## src/rtl/multicycle_control_fsm_pkg.sv

```systemverilog
// Shared definitions for the multi-cycle RV32I control FSM: state encoding,
// datapath select codes, opcodes and the control-word struct.
package multicycle_control_fsm_pkg;

  // FSM state encoding
  localparam int         STATE_W   = 3;
  localparam logic [2:0] S_IF      = 3'd0;
  localparam logic [2:0] S_ID      = 3'd1;
  localparam logic [2:0] S_EX      = 3'd2;
  localparam logic [2:0] S_EX_BR   = 3'd3;
  localparam logic [2:0] S_EX_BT   = 3'd4;
  localparam logic [2:0] S_MEM     = 3'd5;
  localparam logic [2:0] S_WB      = 3'd6;
  localparam logic [2:0] S_HALT    = 3'd7;

  // ALU operand A select
  localparam logic [1:0] SRC_A_PC     = 2'b00;
  localparam logic [1:0] SRC_A_RS1    = 2'b01;
  localparam logic [1:0] SRC_A_OLD_PC = 2'b10;

  // ALU operand B select
  localparam logic [1:0] SRC_B_RS2    = 2'b00;
  localparam logic [1:0] SRC_B_FOUR   = 2'b01;
  localparam logic [1:0] SRC_B_IMM    = 2'b10;

  // Operation class handed to ALUControlUnit
  localparam logic [1:0] ALU_OP_ADD   = 2'b00;
  localparam logic [1:0] ALU_OP_BR    = 2'b01;
  localparam logic [1:0] ALU_OP_FUNCT = 2'b10;

  // Register file write-back source
  localparam logic [1:0] WB_ALUOUT    = 2'b00;
  localparam logic [1:0] WB_MDR       = 2'b01;
  localparam logic [1:0] WB_PC        = 2'b10;

  // RV32I major opcodes (IR[6:0])
  localparam logic [6:0] OP_ARITH     = 7'b0110011;
  localparam logic [6:0] OP_ARITH_IMM = 7'b0010011;
  localparam logic [6:0] OP_LOAD      = 7'b0000011;
  localparam logic [6:0] OP_STORE     = 7'b0100011;
  localparam logic [6:0] OP_BRANCH    = 7'b1100011;
  localparam logic [6:0] OP_JAL       = 7'b1101111;
  localparam logic [6:0] OP_JALR      = 7'b1100111;
  localparam logic [6:0] OP_SYSTEM    = 7'b1110011;

  // One cycle's worth of datapath control
  typedef struct packed {
    logic       pc_write;
    logic       pc_source;
    logic       i_or_d;
    logic       mem_read;
    logic       mem_write;
    logic       ir_write;
    logic [1:0] alu_src_a;
    logic [1:0] alu_src_b;
    logic [1:0] alu_ctrl_op;
    logic       reg_write;
    logic [1:0] wb_src;
  } ctrl_t;

  // Opcodes that take the generic EX path out of ID
  function automatic logic goes_to_ex(input logic [6:0] op);
    return (op == OP_ARITH) || (op == OP_ARITH_IMM) || (op == OP_LOAD) ||
           (op == OP_STORE) || (op == OP_JAL)       || (op == OP_JALR);
  endfunction

  // Memory-access opcodes that continue from EX into MEM
  function automatic logic is_mem_op(input logic [6:0] op);
    return (op == OP_LOAD) || (op == OP_STORE);
  endfunction

endpackage

```

## src/rtl/mc_perf_counters.sv

```systemverilog
// Cycle and retired-instruction counters. Both wrap modulo 2^CNT_W.
module mc_perf_counters #(
  parameter int CNT_W = 32
) (
  input  logic             clk,
  input  logic             reset,
  input  logic             en,
  input  logic             retire,
  input  logic             freeze,
  output logic [CNT_W-1:0] cycle_cnt,
  output logic [CNT_W-1:0] retired_cnt
);

  // Cycle counter stops advancing once the core is frozen (halted)
  always_ff @(posedge clk or posedge reset) begin
    if (reset)               cycle_cnt <= '0;
    else if (en && !freeze)  cycle_cnt <= cycle_cnt + CNT_W'(1);
  end

  // Retired counter advances once per completed instruction
  always_ff @(posedge clk or posedge reset) begin
    if (reset)               retired_cnt <= '0;
    else if (en && retire)   retired_cnt <= retired_cnt + CNT_W'(1);
  end

endmodule

```

## src/rtl/multicycle_control_fsm.sv

```systemverilog
// Main control FSM of the multi-cycle RV32I core. Walks each instruction
// through IF/ID/EX/MEM/WB, decodes datapath selects per state, watches the
// variable-latency memory handshake and halts on ECALL or memory timeout.
module multicycle_control_fsm
  import multicycle_control_fsm_pkg::*;
#(
  parameter int CNT_W  = 32,
  parameter int MEM_TO = 64
) (
  input  logic             clk,
  input  logic             reset,
  input  logic [6:0]       opcode,
  input  logic             bcond,
  input  logic             halt_req,
  input  logic             mem_ready,
  output logic             pc_write,
  output logic             pc_source,
  output logic             i_or_d,
  output logic             mem_read,
  output logic             mem_write,
  output logic             ir_write,
  output logic [1:0]       alu_src_a,
  output logic [1:0]       alu_src_b,
  output logic [1:0]       alu_ctrl_op,
  output logic             reg_write,
  output logic [1:0]       wb_src,
  output logic             halted,
  output logic             mem_err,
  output logic [CNT_W-1:0] cycle_cnt,
  output logic [CNT_W-1:0] retired_cnt
);

  localparam int WAIT_W = $clog2(MEM_TO + 1);

  logic [STATE_W-1:0] state, state_nxt;
  logic [WAIT_W-1:0]  wait_cnt;
  logic               mem_wait_st;
  logic               timeout;
  logic               retire;
  logic               mem_err_q;
  ctrl_t              ctrl, ctrl_out;

  // Only IF and MEM talk to memory; mem_ready elsewhere is ignored
  assign mem_wait_st = (state == S_IF) || (state == S_MEM);
  // Last permitted waiting cycle without mem_ready: give up and halt
  assign timeout     = mem_wait_st && !mem_ready &&
                       (wait_cnt == WAIT_W'(MEM_TO - 1));

  // Next-state decode
  always_comb begin
    state_nxt = state;
    case (state)
      S_IF: begin
        if (mem_ready)    state_nxt = S_ID;
        else if (timeout) state_nxt = S_HALT;
      end
      S_ID: begin
        if (goes_to_ex(opcode))        state_nxt = S_EX;
        else if (opcode == OP_BRANCH)  state_nxt = S_EX_BR;
        else if (opcode == OP_SYSTEM)  state_nxt = halt_req ? S_HALT : S_IF;
        else                           state_nxt = S_IF;  // unknown: skip
      end
      S_EX: begin
        if (is_mem_op(opcode))                                   state_nxt = S_MEM;
        else if ((opcode == OP_ARITH) || (opcode == OP_ARITH_IMM)) state_nxt = S_WB;
        else                                                     state_nxt = S_IF;
      end
      S_EX_BR: state_nxt = bcond ? S_EX_BT : S_IF;
      S_EX_BT: state_nxt = S_IF;
      S_MEM: begin
        if (mem_ready)    state_nxt = (opcode == OP_LOAD) ? S_WB : S_IF;
        else if (timeout) state_nxt = S_HALT;
      end
      S_WB:    state_nxt = S_IF;
      S_HALT:  state_nxt = S_HALT;
      default: state_nxt = S_IF;
    endcase
  end

  // Per-state datapath control; anything not driven stays 0
  always_comb begin
    ctrl = '0;
    case (state)
      S_IF: begin
        ctrl.mem_read = 1'b1;
        if (mem_ready) begin
          ctrl.ir_write    = 1'b1;
          ctrl.pc_write    = 1'b1;
          ctrl.alu_src_a   = SRC_A_PC;
          ctrl.alu_src_b   = SRC_B_FOUR;
          ctrl.alu_ctrl_op = ALU_OP_ADD;
        end
      end
      S_EX: begin
        case (opcode)
          OP_ARITH: begin
            ctrl.alu_src_a   = SRC_A_RS1;
            ctrl.alu_src_b   = SRC_B_RS2;
            ctrl.alu_ctrl_op = ALU_OP_FUNCT;
          end
          OP_ARITH_IMM: begin
            ctrl.alu_src_a   = SRC_A_RS1;
            ctrl.alu_src_b   = SRC_B_IMM;
            ctrl.alu_ctrl_op = ALU_OP_FUNCT;
          end
          OP_LOAD, OP_STORE: begin
            ctrl.alu_src_a   = SRC_A_RS1;
            ctrl.alu_src_b   = SRC_B_IMM;
            ctrl.alu_ctrl_op = ALU_OP_ADD;
          end
          // PC already holds OLD_PC+4, so the link value comes straight from PC
          OP_JAL, OP_JALR: begin
            ctrl.alu_src_a   = (opcode == OP_JAL) ? SRC_A_OLD_PC : SRC_A_RS1;
            ctrl.alu_src_b   = SRC_B_IMM;
            ctrl.alu_ctrl_op = ALU_OP_ADD;
            ctrl.pc_write    = 1'b1;
            ctrl.reg_write   = 1'b1;
            ctrl.wb_src      = WB_PC;
          end
          default: ;
        endcase
      end
      S_EX_BR: begin
        ctrl.alu_src_a   = SRC_A_RS1;
        ctrl.alu_src_b   = SRC_B_RS2;
        ctrl.alu_ctrl_op = ALU_OP_BR;
      end
      S_EX_BT: begin
        ctrl.alu_src_a   = SRC_A_OLD_PC;
        ctrl.alu_src_b   = SRC_B_IMM;
        ctrl.alu_ctrl_op = ALU_OP_ADD;
        ctrl.pc_write    = 1'b1;
      end
      S_MEM: begin
        ctrl.i_or_d    = 1'b1;
        ctrl.mem_read  = (opcode == OP_LOAD);
        ctrl.mem_write = (opcode == OP_STORE);
      end
      S_WB: begin
        ctrl.reg_write = 1'b1;
        ctrl.wb_src    = (opcode == OP_LOAD) ? WB_MDR : WB_ALUOUT;
      end
      default: ;  // ID and HALT drive nothing
    endcase
  end

  // Reset forces every control line low combinationally, so nothing
  // partial reaches the datapath once reset rises
  assign ctrl_out    = reset ? '0 : ctrl;
  assign pc_write    = ctrl_out.pc_write;
  assign pc_source   = ctrl_out.pc_source;
  assign i_or_d      = ctrl_out.i_or_d;
  assign mem_read    = ctrl_out.mem_read;
  assign mem_write   = ctrl_out.mem_write;
  assign ir_write    = ctrl_out.ir_write;
  assign alu_src_a   = ctrl_out.alu_src_a;
  assign alu_src_b   = ctrl_out.alu_src_b;
  assign alu_ctrl_op = ctrl_out.alu_ctrl_op;
  assign reg_write   = ctrl_out.reg_write;
  assign wb_src      = ctrl_out.wb_src;
  assign halted      = !reset && (state == S_HALT);
  assign mem_err     = !reset && mem_err_q;

  // An instruction retires on its final hop back to IF, or ID->HALT (ECALL)
  assign retire = ((state != S_IF) && (state_nxt == S_IF)) ||
                  ((state == S_ID) && (state_nxt == S_HALT));

  // State register
  always_ff @(posedge clk or posedge reset) begin
    if (reset) state <= S_IF;
    else       state <= state_nxt;
  end

  // Memory wait counter: cleared on any state change, counts idle IF/MEM cycles
  always_ff @(posedge clk or posedge reset) begin
    if (reset)                                  wait_cnt <= '0;
    else if ((state_nxt != state) || !mem_wait_st) wait_cnt <= '0;
    else                                        wait_cnt <= wait_cnt + WAIT_W'(1);
  end

  // Sticky memory-timeout flag
  always_ff @(posedge clk or posedge reset) begin
    if (reset)        mem_err_q <= 1'b0;
    else if (timeout) mem_err_q <= 1'b1;
  end

  mc_perf_counters #(.CNT_W(CNT_W)) u_perf (
    .clk         (clk),
    .reset       (reset),
    .en          (1'b1),
    .retire      (retire),
    .freeze      (state == S_HALT),
    .cycle_cnt   (cycle_cnt),
    .retired_cnt (retired_cnt)
  );

endmodule

```

## config.mk

```make
export PLATFORM = sky130hd
export DESIGN_NAME = multicycle_control_fsm
export DESIGN_NICKNAME = d
export VERILOG_FILES = /design/src/rtl/multicycle_control_fsm_pkg.sv /design/src/rtl/mc_perf_counters.sv /design/src/rtl/multicycle_control_fsm.sv
export SDC_FILE = /design/constraint.sdc
export NUM_CORES = 1
export LEC_CHECK = 0
export ABC_AREA = 1
export CORE_MARGIN = 2
export CORE_UTILIZATION = 45
export CTS_BUF_LIST = sky130_fd_sc_hd__clkbuf_16
export DETAILED_ROUTE_END_ITERATION = 8
export PLACE_DENSITY = 0.8
export SLEW_MARGIN = 20
export SYNTH_ARGS = -nofsm -noshare
export SYNTH_HDL_FRONTEND = slang
export SYNTH_SLANG_ARGS = --single-unit
```

## constraint.sdc

```tcl
create_clock -name clk -period 6.7 [get_ports clk]
set_input_delay 1.34 -clock clk [delete_from_list [all_inputs] [get_ports clk]]
set_output_delay 1.34 -clock clk [all_outputs]
set_load 0.1 [all_outputs]
```

# Word-level counts from Yosys, hierarchy flattened
# Index checks and enable logic that the tools add are counted.
# op_classes
n_addsub	3
eq_ne	18
muxes	28
reduce_logical	24
# ops
cell	n
$add A32 B1 Y32 const B	2
$pmux W6 S4	2
$mux W3	12
$eq A7 B7 Y1 const B	4
$eq A7 B6 Y1 const B	3
$pmux W3 S7	1
$eq A3 B3 Y1 const B	5
$mux W15	1
$mux W7	2
$logic_or A1 B1 Y1	9
$add A7 B1 Y7 const B	1
$eq A7 B2 Y1 const B	1
$eq A7 B5 Y1 const B	1
$eq A3 B2 Y1 const B	2
$logic_and A1 B1 Y1	6
$logic_not A3 Y1	2
$mux W1	6
$pmux W3 S2	1
$reduce_or A2 Y1	3
$eq A3 B1 Y1 const B	1
$logic_not A1 Y1	3
$ne A3 B3 Y1	1
$pmux W1 S3	1
$reduce_bool A3 Y1	1
2 further kinds	2
# word_totals
reg_bits	75
input_bits	12
output_inout_bits	81
elab_cells	78

# Longest topological paths before layout
# depth
ltp_word	11
ltp_mapped	15
depth_no_buf	14

# Hierarchy
# Synthesis repeated with hierarchy kept, for this count alone.
# unflattened
hier_cells	591
hier_area_um2	4624.4
# by_module_without_submodules
mod	n_inst	cells_per_inst	area_each_um2	seq_area_each_um2
mc_perf_counters	1	446	3668.5	1601.5
multicycle_control_fsm	1	145	955.9	275.3

# Worst setup path before layout
# Ideal clock, no wire load.
# synth_timing
path_kind	in2out
startpoint	input port reset
endpoint	output port wb_src[0]
arrival_ns	5.270
required_ns	5.360
setup_slack_ns	0.090
cell_stages	3
n_path_buf	0
path_cell_list	inv_1 nand4_1 nor3_1
# synth_between
elab_chain_cells	1
# synth_lines
element	line	text
from (decl)	multicycle_control_fsm.sv:11	input logic reset,
$mux W15	multicycle_control_fsm.sv:149	assign ctrl_out = reset ? '0 : ctrl;
to (decl)	multicycle_control_fsm.sv:26	output logic [1:0] wb_src,
# Every way passes these cells.

# Final worst setup path
# layout_timing
startpoint	input port opcode[6]
endpoint	output port alu_src_b[1]
# layout_between
elab_chain_cells	5
elab_cells_between_ends	11
classes_between	eq/ne (6); mux (3); reduce/logical (2)
# layout_lines
element	line	text
from (decl)	multicycle_control_fsm.sv:12	input logic [6:0] opcode,
$eq A7 B7 Y1, or another cell as far along	multicycle_control_fsm.sv:95	case (opcode)
$reduce_or A2 Y1	multicycle_control_fsm.sv:95	
$pmux W6 S4 *	multicycle_control_fsm.sv:95	
$pmux W6 S4 *	multicycle_control_fsm.sv:83	case (state)
$mux W15 *	multicycle_control_fsm.sv:149	
to (decl)	multicycle_control_fsm.sv:23	output logic [1:0] alu_src_b,
# Every way passes the cells marked *; elsewhere a longest branch is shown, timed or not.

==> metrics <==
outcome finished clean; Clock Tree Buf Depth 2; period utilization 0.802; Logic pwr share 0.032; register bit total from synthesis 75; Switching Power 0.208 mW; Antenna Violating Nets Remaining 0; post-CTS sizing 0; vias 4,358; Hold Crit Class flop to flop; Initial Utilization 0.463; synth-to-layout area growth 28.3%; Clk pin slew, worst setup/hold paths 0.05 ns; initial DRC count 209; number of global-route vias before repair 4,325; Worst EP arrival 4.03 ns; Final setup viols 0; initial antenna violation count 0; Sink Count 75; Mapped Nets 613; Clock Skew 0.00844 ns; commonest non-fill, non-tap cell in the layout nand2_1; CP Launch Type input port; Detailed Routing Iterations Pass 1 5; routed len/inst 13.9 microns; Crit Path Category input port to primary output; routed vias/inst 5.29; largest net degree at the start of global routing 76; ANT cells 0; Netlist cell types 29; Sw Share 0.210; static leakage 2.64 nW; Final WS setup 1.33 ns; sequential share of power 0.457; DR DRC count 0; crit-path max FO 5; maximum clock rate 0.186 GHz; final slew viol count 0; Int Pwr 0.783 mW; H-tree Lvls 3; Clk pwr share 0.511; clock root cell clkbuf_16; dpl hpwl 8260 microns; RSZ-0062 raised after global routing no; yosys warns 0; Cell Rows 36; worst path required time 5.36 ns; pre-CTS setup slack 1.35 ns; MaxCap Viol Count 0; count of final hold-check violations 0; nature of the critical path endpoint primary output; commonest non-fill, non-tap cells in the layout nand2_1 (167), clkdlybuf4s50_1 (89), dfrtp_1 (75), nor2_1 (68), nand3_1 (62); setup TNS 0 ns; Nets 702; Synth Area per Inst 7.57 sq um; chip width 104 microns; Num CTS Buffers 9; share of cells above drive strength 1 0.0478; DIE AREA 0.0109 sq mm; Worst VDD drop 0.000128 V; GR Overflow Total 0; post-CTS setup buffer count 0; Mapped Area 0.00453 sq mm; sequential element share of the synthesized area 0.415; CTS tree yes; clk_lat worst skew 0.33 ns; global-route usage over all layers 0.216; WL final 11,400 microns; P per Cell Area 171 mW/mm^2; RePlAce Congestion 0.901; die height 104 microns; first-pass GRT wire length 19,700 microns; I/O Buffers 91; Slew headroom 0.316; Worst Tran Pin Value 1.02 ns; IO Pins 93; post-layout min period 5.37 ns; core area 0.00977 sq mm; Syn Inst Count 598; Final Power 0.991 mW; Post-CTS Hold Buffers 0
-- stage by stage --
stage / instance area (sq um) / std cells / util / hold WS (ns)
detailed placement: 5500 / 809 / 0.562 / 0.453
CTS: 5800 / 824 / 0.594 / 0.467
floorplan: 4530 / 598 / - / 0.423
global placement: 5500 / 809 / 0.562 / 0.447
finish: 5800 / 824 / 0.594 / 0.459
global route: 5800 / 824 / 0.594 / 0.500
-- worst paths after layout --
kind	startpoint	endpoint	slack, ns	depth (start not counted)
min reg2reg	mem_err_q$_DFFE_PP0P_	mem_err_q$_DFFE_PP0P_	0.46	2
max in group asynchronous	reset	u_perf.retired_cnt[1]$_DFFE_PP0P_	4.13	3
max reg2reg	state[0]$_DFF_PP0_	u_perf.retired_cnt[0]$_DFFE_PP0P_	4.09	12
min in group asynchronous	reset	mem_err_q$_DFFE_PP0P_	1.98	3
min	mem_err_q$_DFFE_PP0P_	mem_err_q$_DFFE_PP0P_	0.46	2
max	opcode[6]	alu_src_b[1]	1.33	10
-- kinds of logic (layout without fill, tap and decap cells) --
family	Yosys count	in the layout	synth area share
AND/OR/NAND/NOR	371	371	0.366
flip-flops	75	75	0.415
buffers and inverters	74	167	0.0735
XOR/XNOR	64	64	0.124
AO/OA/AOI/OAI	10	10	0.0124
adder cells (fa/ha/maj)	3	3	0.00830
other	1	1	0.000829
-- metal layers --
metal | part of all wire | up-vias | track usage
li1 | - | 2103 | -
met1 | 0.43 | 2067 | 0.261
met2 | 0.49 | 155 | 0.372
met3 | 0.054 | 33 | 0.0545
met4 | 0.023 | 0 | 0.0792
met5 | 0 | - | 0
-- critical path, cell delays in order --
cell and delay, ns:
clkdlybuf4s50_1 0.55, nand2_1 0.11, nor2_1 0.15, nand4_1 0.16, nand2_1 0.11, nand2_1 0.10
o21ai_0 0.12, nor2_1 0.07, a21oi_1 0.13, clkdlybuf4s50_1 1.17
-- registers in the layout, indices dropped and copies added, names as in the netlist --
name                cells
mem_err_q               1
state                   3
wait_cnt                7
u_perf.cycle_cnt       32
u_perf.retired_cnt     32
-- synthesized netlist by cell type (all sizes together) --
cell    count  area (sq um)
nand2     170           651
dfrtp      75          1880
nor2       71           279
nand3      64           330
inv        60           225
xor2       38           333
nand4      28           181
nor3       27           145
xnor2      26           228
buf        12           100
nor4        9          56.3
a21oi       6          30.0
ha          3          37.5
clkbuf      2          7.51
nand3b      2          15.0
o21ai       2          10.0
a311oi      1          8.76
conb        1          3.75
o21bai      1          7.51
-- power groups by stage --
stage,clock (mW),sequential (mW),combinational [mW]
floorplan,0,0.461,0.0188
global placement,0,0.461,0.0312
detailed placement,0,0.461,0.0319
CTS,0.513,0.453,0.0319
global route,0.532,0.453,0.0346
finish,0.506,0.453,0.0316
-- final cells by class --
| type | instances | area (sq um) |
|---|---|---|
| clock buffer | 9 | 225 |
| clock inverter | 6 | 81.3 |
| fill | 895 | 3970 |
| inverter | 60 | 225 |
| multi-input combinational | 449 | 2320 |
| sequential | 75 | 1880 |
| tap | 133 | 166 |
| timing repair buffer | 92 | 913 |
(Power assumes the default switching activity.)
